## src/rtl/register_commit_pkg.sv

```systemverilog
// Shared types for the register commit slice: memory-op encoding, register index, FSM state.
package types;

  typedef enum logic [3:0] {
    MEM_NONE = 4'd0,
    MEM_LB   = 4'd1,
    MEM_LH   = 4'd2,
    MEM_LW   = 4'd3,
    MEM_LBU  = 4'd4,
    MEM_LHU  = 4'd5,
    MEM_SB   = 4'd6,
    MEM_SH   = 4'd7,
    MEM_SW   = 4'd8
  } rv32_memop;

  typedef logic [4:0] rv32_register;

  typedef enum logic [0:0] {
    CLEAR = 1'b0,
    RUN   = 1'b1
  } rc_state;

  function automatic logic is_store(input rv32_memop op);
    return (op == MEM_SB) || (op == MEM_SH) || (op == MEM_SW);
  endfunction

endpackage

```

## src/rtl/register_commit_load_align.sv

```systemverilog
// Combinational load alignment: byte/halfword selection with sign or zero extension.
module load_align
  import types::*;
(
  input  logic [31:0] data,
  input  logic [1:0]  offset,
  input  rv32_memop   memop,
  output logic [31:0] result
);

  logic [7:0]  byte_sel;
  logic [15:0] half_sel;

  always_comb begin
    byte_sel = data[{offset, 3'b000} +: 8];
    half_sel = data[{offset[1], 4'b0000} +: 16];
    unique case (memop)
      MEM_LB:  result = {{24{byte_sel[7]}}, byte_sel};
      MEM_LBU: result = {24'h000000, byte_sel};
      MEM_LH:  result = {{16{half_sel[15]}}, half_sel};
      MEM_LHU: result = {16'h0000, half_sel};
      default: result = data;
    endcase
  end

endmodule

```

## src/rtl/register_commit.sv

```systemverilog
// Architectural register file with write-back commit, post-reset clear sequence and commit counter.
// Optional same-cycle read bypass of the committing value: define REGFILE_BYPASS_EN.
module register_commit
  import types::*;
#(
  parameter int unsigned NUM_REGS = 32
) (
  input  logic         i_clk,
  input  logic         i_rst,
  input  logic         i_valid,
  input  logic [31:0]  i_data,
  input  logic [1:0]   i_offset,
  input  rv32_memop    i_memop,
  input  rv32_register i_rd,
  input  rv32_register i_rs1,
  input  rv32_register i_rs2,
  output logic [31:0]  o_rs1_data,
  output logic [31:0]  o_rs2_data,
  output logic         o_busy,
  output logic [31:0]  o_commit_count
);

  localparam rv32_register LAST_IDX = rv32_register'(NUM_REGS - 1);

  logic [31:0]  regs [NUM_REGS];
  rc_state      state;
  rv32_register clear_idx;
  logic [31:0]  commit_count;
  logic [31:0]  aligned;
  logic         commit;
  logic [31:0]  rs1_stored;
  logic [31:0]  rs2_stored;

  load_align u_load_align (
    .data   (i_data),
    .offset (i_offset),
    .memop  (i_memop),
    .result (aligned)
  );

  assign commit = i_valid && (state == RUN) && (i_rd != '0)
                  && (32'(i_rd) < NUM_REGS) && !is_store(i_memop);

  // Register 0 is never written; the read path supplies its zero.
  always_ff @(posedge i_clk) begin
    if (i_rst) begin
      state        <= CLEAR;
      clear_idx    <= rv32_register'(1);
      commit_count <= '0;
    end else begin
      unique case (state)
        CLEAR: begin
          regs[clear_idx] <= '0;
          if (clear_idx == LAST_IDX) begin
            state <= RUN;
          end else begin
            clear_idx <= clear_idx + rv32_register'(1);
          end
        end
        RUN: begin
          if (commit) begin
            regs[i_rd]   <= aligned;
            commit_count <= commit_count + 32'd1;
          end
        end
        default: state <= CLEAR;
      endcase
    end
  end

  always_comb begin
    rs1_stored = '0;
    rs2_stored = '0;
    if ((i_rs1 != '0) && (32'(i_rs1) < NUM_REGS)) rs1_stored = regs[i_rs1];
    if ((i_rs2 != '0) && (32'(i_rs2) < NUM_REGS)) rs2_stored = regs[i_rs2];
  end

`ifdef REGFILE_BYPASS_EN
  // commit already excludes rd==0, so x0 can never be forwarded.
  assign o_rs1_data = (commit && (i_rs1 == i_rd)) ? aligned : rs1_stored;
  assign o_rs2_data = (commit && (i_rs2 == i_rd)) ? aligned : rs2_stored;
`else
  assign o_rs1_data = rs1_stored;
  assign o_rs2_data = rs2_stored;
`endif

  assign o_busy         = (state == CLEAR);
  assign o_commit_count = commit_count;

endmodule

```

## config.mk

```make
export PLATFORM = sky130hd
export DESIGN_NAME = register_commit
export DESIGN_NICKNAME = d
export VERILOG_FILES = /design/src/rtl/register_commit_pkg.sv /design/src/rtl/register_commit_load_align.sv /design/src/rtl/register_commit.sv
export SDC_FILE = /design/constraint.sdc
export NUM_CORES = 1
export LEC_CHECK = 0
export CAP_MARGIN = 20
export CORE_MARGIN = 2
export CORE_UTILIZATION = 50
export DETAILED_ROUTE_END_ITERATION = 7
export PLACE_DENSITY_LB_ADDON = 0.1
export SETUP_SLACK_MARGIN = 0.02
export SYNTH_ARGS = -nofsm -noshare
export SYNTH_HDL_FRONTEND = slang
export SYNTH_HIERARCHICAL = 1
export SYNTH_SLANG_ARGS = --single-unit
```

## constraint.sdc

```tcl
create_clock -name i_clk -period 9.1 [get_ports i_clk]
set_clock_uncertainty 0.2 [all_clocks]
set_input_delay 0.91 -clock i_clk [delete_from_list [all_inputs] [get_ports i_clk]]
set_output_delay 0.91 -clock i_clk [all_outputs]
set_load 0.01 [all_outputs]
```

Yosys cells after proc, flatten, opt, wreduce, memory -nomap -nowiden
Memory sizes are Yosys's and may differ from the RTL's.
Cells that the tools add are included.
{"block": "word_totals", "ff_bits": 38, "ramBits": 1024, "inputBits": 56, "output_inout_bits": 97, "wordCells": 45, "n_memories": 1}
{"block": "classes", "n_addsub": 2, "n_eq_ne": 8, "shifts": 2, "n_mux": 15, "bitwise": 2, "n_reduce_logical": 12}
{"memory": "regs", "depth": 32, "word_bits": 32, "rd": 2, "rd_clocked_by_memory_dff": 0, "wr": 1, "line": "register_commit.sv:25", "rtl": "logic [31:0] regs [NUM_REGS];"}
{"op": "one-hot mux 32 bit (4 select lines)", "count": 1}
{"op": "two-way mux 32 bit", "count": 3}
{"op": "adder 32 x 1 -> 32 bit (second input constant)", "count": 1}
{"op": "OR reduction 32 bit", "count": 1}
{"op": "variable part select 32 x 6 -> 16 bit", "count": 1}
{"op": "variable part select 32 x 6 -> 8 bit", "count": 1}
{"op": "equality test 4 x 3 -> 1 bit (second input constant)", "count": 4}
{"op": "nonzero test 5 bit", "count": 3}
{"op": "two-way mux 1 bit", "count": 10}
{"op": "adder 5 x 1 -> 5 bit (second input constant)", "count": 1}
{"op": "equality test 5 bit (second input constant)", "count": 1}
{"op": "two-way mux 5 bit", "count": 1}
{"op": "equality test 4 x 1 -> 1 bit (second input constant)", "count": 1}
{"op": "equality test 4 x 2 -> 1 bit (second input constant)", "count": 1}
{"op": "equality test 4 bit (second input constant)", "count": 1}
{"op": "AND reduction 2 bit", "count": 2}
{"op": "logical AND 1 bit", "count": 3}
{"op": "logical OR 1 bit", "count": 2}
{"op": "NOT 1 bit", "count": 2}
{"op": "logical NOT 1 bit", "count": 1}

Depth between registers and ports, before layout
Gate-level depths: netlist of run 1.
{"block": "logic_depth", "ltp_word": 11, "depth_mapped": 9, "ltp_nobuf": 7}

Hierarchy
Netlist of run 1, hierarchy kept.
{"mod": "register_commit", "instances": 1, "cells_each": 2594, "area_each_um2": 49603.8, "seq_area_each_um2": 31510.2}
{"mod": "load_align", "instances": 1, "cells_each": 90, "area_each_um2": 699.4, "seq_area_each_um2": 0.0}

Worst setup path after synthesis of run 1
No wires, ideal clock.
{"block": "synth_timing", "path_type": "input-to-reg", "start": "input port i_memop[0]", "end": "memory regs[2][0], enable pin", "setup_ns": 0.432, "arrival_time_ns": 3.876, "t_required_ns": 8.468, "slack_ns": 4.592, "cell_stages": 5, "path_buffers": 0, "path_cell_list": "or4b_2 -> o2111ai_2 -> nor2_1 -> or3_1 -> a21oi_1"}
{"block": "synth_between", "elab_chain_len": 11, "word_cells_on_any_way": 14, "classes_between": "eq/ne: 3; mux: 6; reduce/logical: 5"}
{"item": "from (decl)", "line": "register_commit.sv:13", "rtl": "input rv32_memop i_memop,"}
{"item": "equality test 4 x 3 -> 1 bit", "line": "register_commit_pkg.sv:24", "rtl": "return (op == MEM_SB) || (op == MEM_SH) || (op == MEM_SW);"}
{"item": "logical OR 1 bit", "line": "register_commit_pkg.sv:24"}
{"item": "logical OR 1 bit *", "line": "register_commit_pkg.sv:24"}
{"item": "logical NOT 1 bit *", "line": "register_commit.sv:42", "rtl": "&& (32'(i_rd) < NUM_REGS) && !is_store(i_memop);"}
{"item": "logical AND 1 bit *", "line": "register_commit.sv:42"}
{"item": "two-way mux 1 bit *", "line": "register_commit.sv:61", "rtl": "if (commit) begin"}
{"item": "two-way mux 1 bit *", "line": "register_commit.sv:51", "rtl": "unique case (state)"}
{"item": "two-way mux 1 bit *", "line": "register_commit.sv:46", "rtl": "if (i_rst) begin"}
{"item": "two-way mux 1 bit (implied by the code) *", "line": "register_commit.sv:62", "rtl": "regs[i_rd] <= aligned;"}
{"item": "OR reduction 32 bit (no source line)"}
{"item": "two-way mux 5 bit (no source line) / two-way mux 1 bit (equally long branches)"}
{"item": "to (decl)", "line": "register_commit.sv:25"}
Mark *: on every way between the ends. The rest lies on a longest branch, timed or not.

Final worst setup path of run 1
{"block": "layout_timing", "start": "input port i_rs1[0]", "end": "output port o_rs1_data[29]"}
{"block": "layout_between", "elab_chain_len": 2, "word_cells_on_any_way": 3, "classes_between": "mux: 1; reduce/logical: 1; memory: 1"}
{"item": "from (decl)", "line": "register_commit.sv:15", "rtl": "input rv32_register i_rs1,"}
{"item": "memory read (32 x 32 bit) / nonzero test 5 bit (equally long branches)"}
{"item": "two-way mux 32 bit *", "line": "register_commit.sv:74", "rtl": "if ((i_rs1 != '0) && (32'(i_rs1) < NUM_REGS)) rs1_stored = regs[i_rs1];"}
{"item": "to (decl)", "line": "register_commit.sv:17", "rtl": "output logic [31:0] o_rs1_data,"}
Marked as above.

==> results of run 1 <==
==> per-layer routing <==
metal	part of all wire, %	vias up	wire, um	track usage (%)
met3	10	304	15730	6.681
met5	0.032	-	50	0
met1	39	16070	60550	42.25
li1	-	11800	-	-
met4	3.8	8	5919	11.30
met2	47	1866	72520	46.95
==> cell families (layout without fill, tap and decap cells) <==
group	count (synthesis)	in the layout	share of synthesized area (%)
compound gates	354	354	4.634
xor+xnor	25	25	0.4353
fa+ha+maj	3	3	0.07463
buf+inv	231	481	2.142
flops	1062	1062	62.64
mux	696	696	26.85
other cells	0	2	0
simple gates	313	313	3.229
==> how the worst min path moves through the flow <==
stage / from / slack [ns] / end / depth (start not counted)
3_3_place_gp: o_commit_count[31] / 0.26 / o_commit_count[31] / 2
2_1_floorplan: o_commit_count[31] / 0.30 / o_commit_count[31] / 2
6_report: o_commit_count[31] / 0.30 / o_commit_count[31] / 2
3_5_place_dp: o_commit_count[31] / 0.29 / o_commit_count[31] / 2
4_1_cts: o_commit_count[31] / 0.30 / o_commit_count[31] / 2
5_1_grt: o_commit_count[31] / 0.33 / o_commit_count[31] / 2
==> registers in the layout, summed over array words and instances (netlist names) <==
name,cells
state,1
clear_idx,5
regs,1024
o_commit_count,32
==> critical path, stage by stage <==
cell             delay (ns)
clkbuf_8               0.51
buf_4                  0.67
buf_4                  0.68
mux4_2                 0.60
mux2_2                 0.28
o21ai_0                0.48
a31oi_1                0.15
clkdlybuf4s50_1        0.54
==> cells in the final DEF, fill, tap and decap left out, types with 34 or more instances in the layout <==
| cell type | instances |
|---|---|
| o21ai_0 | 49 |
| a21oi_1 | 95 |
| mux4_2 | 513 |
| nand2_1 | 82 |
| dfxtp_1 | 38 |
| edfxtp_1 | 1024 |
| mux2_2 | 95 |
| clkbuf_16 | 123 |
| mux2i_1 | 88 |
| buf_4 | 77 |
| a22oi_1 | 54 |
| clkdlybuf4s50_1 | 142 |
| nor2_1 | 57 |
| and3_1 | 34 |
==> final cells by class <==
type / count / area [sq um]
Fill cell: 7394 / 42120
Clock inverter: 70 / 619.3
Timing Repair Buffer: 260 / 2809
Antenna cell: 2 / 5.005
Clock buffer: 142 / 3032
Tap cell: 1298 / 1624
Sequential cell: 1062 / 31510
Inverter: 9 / 33.78
Multi-Input combinational cell: 1391 / 18110
==> power breakdown <==
group | switching (mW) | internal (mW) | total, mW | leakage (nW)
Combinational | 0.521 | 0.390 | 0.910 | 6.56
Sequential | 0.0245 | 5.33 | 5.36 | 8.59
Clock | 1.92 | 2.66 | 4.58 | 1.79
==> results.py, run 1 <==
metrics = {
    "status": {
        "status": "finished clean",
    },
    "detailed_routing": {
        "routed_wl_um": 154800,
        "drt_iter0_markers": 3981,
        "vias": 30050,
        "route.detailed.drc": 0,
        "wl_per_cell_um": 36.55,
        "route.antenna.remaining_nets": 0,
        "via_per_inst": 7.096,
        "firstDrtPassIters": 5,
    },
    "clock_tree": {
        "cts_resized": 0,
        "clk_pin_slew_ns": 0.06,
        "numCtsBuffers": 113,
        "hold_buffers": 0,
        "clock-sinks": 1062,
        "post_cts_buffers": 0,
        "clockRootBuffer": "clkbuf_16",
        "clkLatencyLatePin_ns": 0.69,
        "tritoncts": "yes",
        "clock_path_buffers": 3,
        "h-tree-depth": 3,
    },
    "place": {
        "dpl_cell_area_sq_um": 53490,
        "dp_hpwl_um": 88990,
        "dp_worst_setup_slack_ns": 3.024,
        "dp_cells": 3996,
        "portBuffers": 152,
        "place_congestion": 0.8280,
    },
    "yosys": {
        "syn_nets": 2743,
        "synth-edff-count": 1024,
        "ys_warn_count": 6,
        "synth_cells": 2684,
        "synth.most_common_cell": "edfxtp_1",
        "synth_top_cell_area_share_pct": 61.13,
        "synthArstFlopShare_pct": 0,
        "ys_seq_elements": 1062,
        "synth.area.top_cells": "edfxtp_1 61%, mux4_2 23%, mux2_2 2.1%",
        "synth_ff_type": "edfxtp_1",
        "synth_cell_type_count": 61,
        "synthTopCellsByCount": "1024 x edfxtp_1, 513 x mux4_2, 101 x clkbuf_1",
        "yosys.area.top_type": "edfxtp_1",
        "synth.avg_cell_area_sq_um": 18.74,
        "syn_area_sq_um": 50300,
        "yosysSeqAreaShare_pct": 62.64,
    },
    "worst_setup_path": {
        "required_ns": 7.99,
        "critPathKind": "in2out",
        "crit_path_end": "o_rs1_data[29]",
        "critPathMaxFanout": 48,
        "worstReg2RegEnd": "regs[29][21]",
        "r2r_cells": 6,
        "endpoint_kind": "primary output",
        "start_kind": "input port",
        "critPathLaunch": "i_rs1[0]",
        "cp_data_arrival_time_ns": 4.95,
        "r2r_start": "state",
        "reg2reg_slack_ns": 5.08,
    },
    "timing": {
        "period_minus_slack_ns": 6.057,
        "fin_crit_sh_pct": 66.56,
        "timing_worst_slew_pin_value_ns": 1.213,
        "final_max_slew_viol_count": 0,
        "fin_hold_ws_ns": 0.2951,
        "rsz0062_at_grt": "false",
        "finalHoldViolCount": 0,
        "worst_slack_ns": 3.043,
        "setup_violations": 0,
        "setup_tns_ns": 0,
        "fmax_mhz": 165.1,
        "slew-limit-headroom_pct": 18.94,
    },
    "layout": {
        "syn_to_final_growth_pct": 14.78,
        "final_cells": 4234,
        "fin_area_sq_um": 57740,
        "postLayoutCoreUtil_pct": 57.82,
        "fin_nets": 2896,
        "drive_above_1_share_pct": 32.24,
    },
    "worst_hold_path": {
        "hold_path_class": "reg2reg",
    },
    "floorplan": {
        "die_x_um": 321.2,
        "rows": 116,
        "core_area_sq_um": 99860,
        "io_pins": 153,
        "die_h_um": 321.2,
        "dieArea_sq_um": 103200,
        "initial_core_util_pct": 50.38,
    },
    "global_routing": {
        "grt_max_degree": 107,
        "grt_pass1_vias": 30400,
        "grt_first_pass_wirelength_um": 219400,
        "grt_util_all_layers_pct": 30.20,
        "overflow": 0,
        "antenna_found_initial": 5,
    },
    "power_and_ir_drop": {
        "peakVddDrop_uv": 148.6,
        "p_per_area_nw_per_um2": 188.0,
        "power_mw": 10.85,
        "p_leak_nw": 16.94,
    },
    "run": {
        "max_cap_viol_count": 0,
    },
}
Power figures use the tool's default switching activity.
==> run 2: changes to the inputs <==
==> constraint.sdc (replaced) <==
create_clock -name i_clk -period 5.22 [get_ports i_clk]
set_clock_uncertainty 0.2 [all_clocks]
set_input_delay 0.522 -clock i_clk [delete_from_list [all_inputs] [get_ports i_clk]]
set_output_delay 0.522 -clock i_clk [all_outputs]
set_load 0.01 [all_outputs]
==> results.py, run 2 (same netlist as run 1, synthesis figures left out) <==
metrics = {
    "worst_setup_path": {
        "critPathMaxFanout": 18,
        "cp_data_arrival_time_ns": 4.02,
        "critPathMaxStageDelay_ns": 0.98,
        "r2r_start": "state",
        "required_ns": 4.50,
        "endpoint_kind": "primary output",
        "crit_path_frequent_cell": "buf_4",
        "cp_cell_sequence": "buf_2 -> or2_2 -> buf_4 -> buf_4 -> a211oi_1 -> a2111oi_0 -> clkdlybuf4s50_1",
        "critPathLaunch": "i_rs2[3]",
        "start_kind": "input port",
        "reg2reg_slack_ns": 1.79,
        "cpMaxStageDelayCell": "a2111oi_0",
        "critPathKind": "in2out",
    },
    "layout": {
        "final_common_cell": "edfxtp_1",
        "fin_nets": 2954,
        "final-seq-area_sq_um": 31510,
        "mostFrequentLayoutCells": "1024 x edfxtp_1, 513 x mux4_2, 142 x clkdlybuf4s50_1",
        "regMostFlops": "regs",
        "drive_above_1_share_pct": 33.65,
        "largest_reg_flops": 1024,
        "multi_input_area_sq_um": 18120,
        "num-fill-cells": 7302,
        "syn_to_final_growth_pct": 15.98,
        "fin_area_sq_um": 58340,
    },
    "timing": {
        "timing_worst_slew_pin_value_ns": 1.114,
        "period_minus_slack_ns": 4.740,
        "worst_slack_ns": 0.4800,
        "fin_crit_sh_pct": 90.81,
        "slew-limit-headroom_pct": 23.81,
        "final_max_slew_viol_count": 0,
        "finalHoldViolCount": 0,
        "setup_violations": 0,
        "fin_hold_ws_ns": 0.2917,
        "fmax_mhz": 211.0,
        "rsz0062_at_grt": "false",
    },
    "status": {
        "status": "finished clean",
    },
    "clock_tree": {
        "clock-sinks": 1062,
        "hold_buffers": 0,
        "clockRootBuffer": "clkbuf_16",
        "numCtsBuffers": 113,
        "clkLatencyLatePin_ns": 0.69,
        "post_cts_buffers": 0,
        "clk_pin_slew_ns": 0.06,
        "h-tree-depth": 3,
        "tritoncts": "yes",
        "clock_path_buffers": 3,
        "cts_resized": 0,
    },
    "power_and_ir_drop": {
        "peakVddDrop_uv": 264.0,
        "p_per_area_nw_per_um2": 326.9,
        "p_leak_nw": 17.28,
    },
    "global_routing": {
        "antenna_found_initial": 7,
        "grt_first_pass_wirelength_um": 220200,
        "grt_util_all_layers_pct": 30.19,
        "grt_pass1_vias": 30900,
        "grt_max_degree": 78,
        "overflow": 0,
    },
    "floorplan": {
        "io_pins": 153,
        "die_x_um": 321.2,
        "die_h_um": 321.2,
        "rows": 116,
        "core_area_sq_um": 99860,
        "initial_core_util_pct": 50.38,
        "dieArea_sq_um": 103200,
    },
    "detailed_routing": {
        "wl_per_cell_um": 35.84,
        "via_per_inst": 6.998,
        "route.antenna.remaining_nets": 0,
        "drt_iter0_markers": 3812,
        "firstDrtPassIters": 6,
        "vias": 30040,
        "route.detailed.drc": 0,
        "routed_wl_um": 153900,
    },
    "place": {
        "dp_worst_setup_slack_ns": 0.4676,
        "portBuffers": 152,
        "place_congestion": 0.8532,
        "dpl_cell_area_sq_um": 54240,
        "dp_hpwl_um": 94410,
    },
    "run": {
        "max_cap_viol_count": 0,
    },
    "worst_hold_path": {
        "min_from": "o_commit_count[31]",
        "hold_path_class": "reg2reg",
    },
}
==> run 2: changes by cell type in the layout (fill, tap and decap cells not counted), sizes merged <==
cell,before,now
bufinv,11,15
inv,11,13
clkinv,52,54
clkdlybuf4s18,1,0
clkinvlp,5,7
buf,109,170
clkbuf,150,139
==> run 2: cell type report <==
class                           instances  share of cell area, %
Antenna cell                            2               0.008579
Timing Repair Buffer                  318                  5.664
Tap cell                             1298                  2.784
Inverter                                9                0.05791
Sequential cell                      1062                  54.01
Clock buffer                          133                  5.012
Clock inverter                         80                  1.409
Multi-Input combinational cell       1391                  31.05
==> run 2: layer usage <==
metal | GRT usage [%] | wire length, um
met5 | 0 | 35
met4 | 10.15 | 4984
met3 | 5.289 | 14440
met2 | 48.13 | 74230
met1 | 42.59 | 60170
==> run 2: where the power goes <==
group	total (mW)	switching, mW	internal (mW)
Combinational	1.59	0.879	0.707
Clock	8.14	3.40	4.74
Sequential	9.34	0.0423	9.30
==> run 2: worst paths after layout <==
kind | to | cells after the start
max reg2reg | regs[9][28] | 6
min | o_commit_count[31] | 2
min reg2reg | o_commit_count[31] | 2
max | o_rs2_data[14] | 7
==> run 2: per-stage QoR <==
step / util [%] / cells / TNS [ns] / total power [mW]
finish: 58.42 / 4293 / 0 / 19.07
global route: 58.42 / 4291 / 0 / 19.58
CTS: 58.07 / 4277 / 0 / 19.15
detailed placement: 54.32 / 4064 / 0 / 11.11
global placement: 54.26 / 4059 / -0.1962 / 11.09
floorplan: - / 2684 / 0 / 10.45
==> run 2: critical path, delay by kind of cell <==
family                 cells  cell delay [ns]
buffers and inverters      4             1.89
AOI/OAI and AO/OA          2             1.09
and+or+nand+nor            1             0.48
==> RTL change, RTL diff (flow settings as in run 1) <==
Change the parameter `NUM_REGS` from 32 to 128.
--- a/src/rtl/register_commit.sv
+++ b/src/rtl/register_commit.sv
@@ -3,7 +3,7 @@
 module register_commit
   import types::*;
 #(
-  parameter int unsigned NUM_REGS = 32
+  parameter int unsigned NUM_REGS = 128
 ) (
   input  logic         i_clk,
   input  logic         i_rst,
Function: not settled (the Yosys comparison gave no result); the edit may change what the design does.
==> RTL change against run 1 <==
- design area decreased by 0.28%
- worst setup slack gained 0.44 ns
- routed wire length up 0.93%
- global-route usage up 0.27 points
- register-to-register slack got worse by 0.23 ns
- sequential cell count unchanged
- highest routed layer is now met4
- synthesized area increased by 0.18%
- power decreased by 2.4%
==> RTL change: results (changes against run 1) <==
EDFF count, synth: 1,024 (unchanged)
Max clock buf depth: 3 (unchanged)
final wirelength: 156,000 um (was 155,000 um)
post-place setup slack: 3.52 ns (was 3.02 ns)
initial antenna violation count: 2 (was 5)
Worst VDD drop: 185 uV (was 149 uV)
ANT cells: 0 (was 2)
distinct cell type count after synthesis: 62 (was 61)
Post-CTS Hold Buffers: 0 (unchanged)
share of layout cells above drive strength 1: 32.8% (was 32.2%)
ranking of synthesized cells by area: edfxtp_1 (61%), mux4_2 (23%), mux2_2 (2.7%), mux2i_1 (1.8%), dfxtp_1 (1.5%) (was edfxtp_1 (61%), mux4_2 (23%), mux2_2 (2.1%), mux2i_1 (1.8%), dfxtp_1 (1.5%))
Layout Nets: 2,885 (was 2,896)
Net Sw Power: 2420 uW (was 2470 uW)
yosys warns: 6 (unchanged)
data arrival time of the worst path: 4.51 ns (was 4.95 ns)
Clock Latency Late Sink: 0.69 ns (about the same)
DRT iter0 DRCs: 3,732 (was 3,981)
max reg flops: 1,024 (unchanged)
Lkg Pwr: 0.0162 uW (was 0.0169 uW)
DP Wirelength: 87,600 um (was 89,000 um)
root buf cell: clkbuf_16 (unchanged)
Placer Congestion: 0.801 (was 0.828)
largest net degree at the start of global routing: 141 (was 107)
Total GRT Usage: 30.5% (was 30.2%)
Top reg by flops: regs (unchanged)
most common library cells after synthesis: edfxtp_1 (1,024), mux4_2 (513), mux2_2 (120) (was edfxtp_1 (1,024), mux4_2 (513), clkbuf_1 (101))
fillers: 7,375 (was 7,394)
Post-synth ARST share: 0% (unchanged)
status: finished, final reports clean (unchanged)
Post-CTS Setup Inserts: 0 (unchanged)
CP Max Fanout: 75 (was 48)
port bufs: 152 (unchanged)
H-tree level count: 3 (unchanged)
First-pass DRT Iterations: 5 (unchanged)
post-DR vias/cell: 7.00 (was 7.10)
CTS resizes: 0 (unchanged)
syn_nets: 2,730 (was 2,743)
register clock-pin slew on the reported worst setup and hold paths: 0.06 ns (about the same)
slew at the pin with the worst max-slew slack: 1.15 ns (was 1.21 ns)
Hold Path Class: register to register (unchanged)
Inserted Clock Buffers: 110 (was 113)
global-route wire length before repair: 221,000 um (was 219,000 um)
Seq/Total Area, Yosys: 62.5% (was 62.6%)
==> RTL change: kinds of logic after synthesis <==
kind of cell | synth area share (%)
compound gates | 4.34
xor+xnor | 0.365
fa+ha+maj | 0.0745
buf+inv | 2.22
flops | 62.5
mux | 27.4
simple gates | 3.05
==> RTL change: area by class of cell <==
class / instances / area share [%]
sequential: 1062 / 54.7
multi-input combinational: 1389 / 31.6
clock buffer: 132 / 5.03
timing repair buffer: 255 / 4.84
tap: 1298 / 2.82
clock inverter: 69 / 0.945
inverter: 8 / 0.0522
==> RTL change: metrics by stage <==
stage / cell area (sq um) / instances
floorplan: 50400 / 2671
global placement: 53500 / 3982
detailed placement: 53600 / 3988
CTS: 57100 / 4189
global route: 57600 / 4213
finish: 57600 / 4213
==> RTL change: critical path: stages <==
cell and delay [ns]:
buf_8 0.69, buf_4 0.76, mux4_2 0.61, mux2_2 0.27
o21ai_0 0.43, a31oi_1 0.17, clkdlybuf4s50_1 0.56
==> RTL change: worst paths after layout <==
| path | start | end | slack (ns) | cells past startpoint |
|---|---|---|---|---|
| max | i_rs1[0] | o_rs1_data[22] | 3.48 | 7 |
| min | o_commit_count[31]$_SDFFE_PP0N_ | o_commit_count[31]$_SDFFE_PP0N_ | 0.31 | 2 |
| max reg2reg | state$_SDFF_PP0_ | regs[31][8]$_DFFE_PP_ | 4.85 | 7 |
| min reg2reg | o_commit_count[31]$_SDFFE_PP0N_ | o_commit_count[31]$_SDFFE_PP0N_ | 0.31 | 2 |
==> RTL change: power groups by stage <==
| stage | clock network [uW] | registers (uW) | logic (uW) |
|---|---|---|---|
| 2_1_floorplan | 0 | 5450 | 506 |
| 3_3_place_gp | 0 | 5450 | 838 |
| 3_5_place_dp | 0 | 5460 | 840 |
| 4_1_cts | 4430 | 5360 | 844 |
| 5_1_grt | 4620 | 5360 | 885 |
| 6_report | 4380 | 5360 | 847 |
==> RTL change: layer usage <==
metal | routed length (um) | GRT usage, % | vias to the layer above
met1 | 60900 | 42.9 | 15800
met4 | 5480 | 10.7 | 0
met3 | 15300 | 5.84 | 295
met2 | 74600 | 48.0 | 1689
met5 | 0 | 0 | -
li1 | - | - | 11700
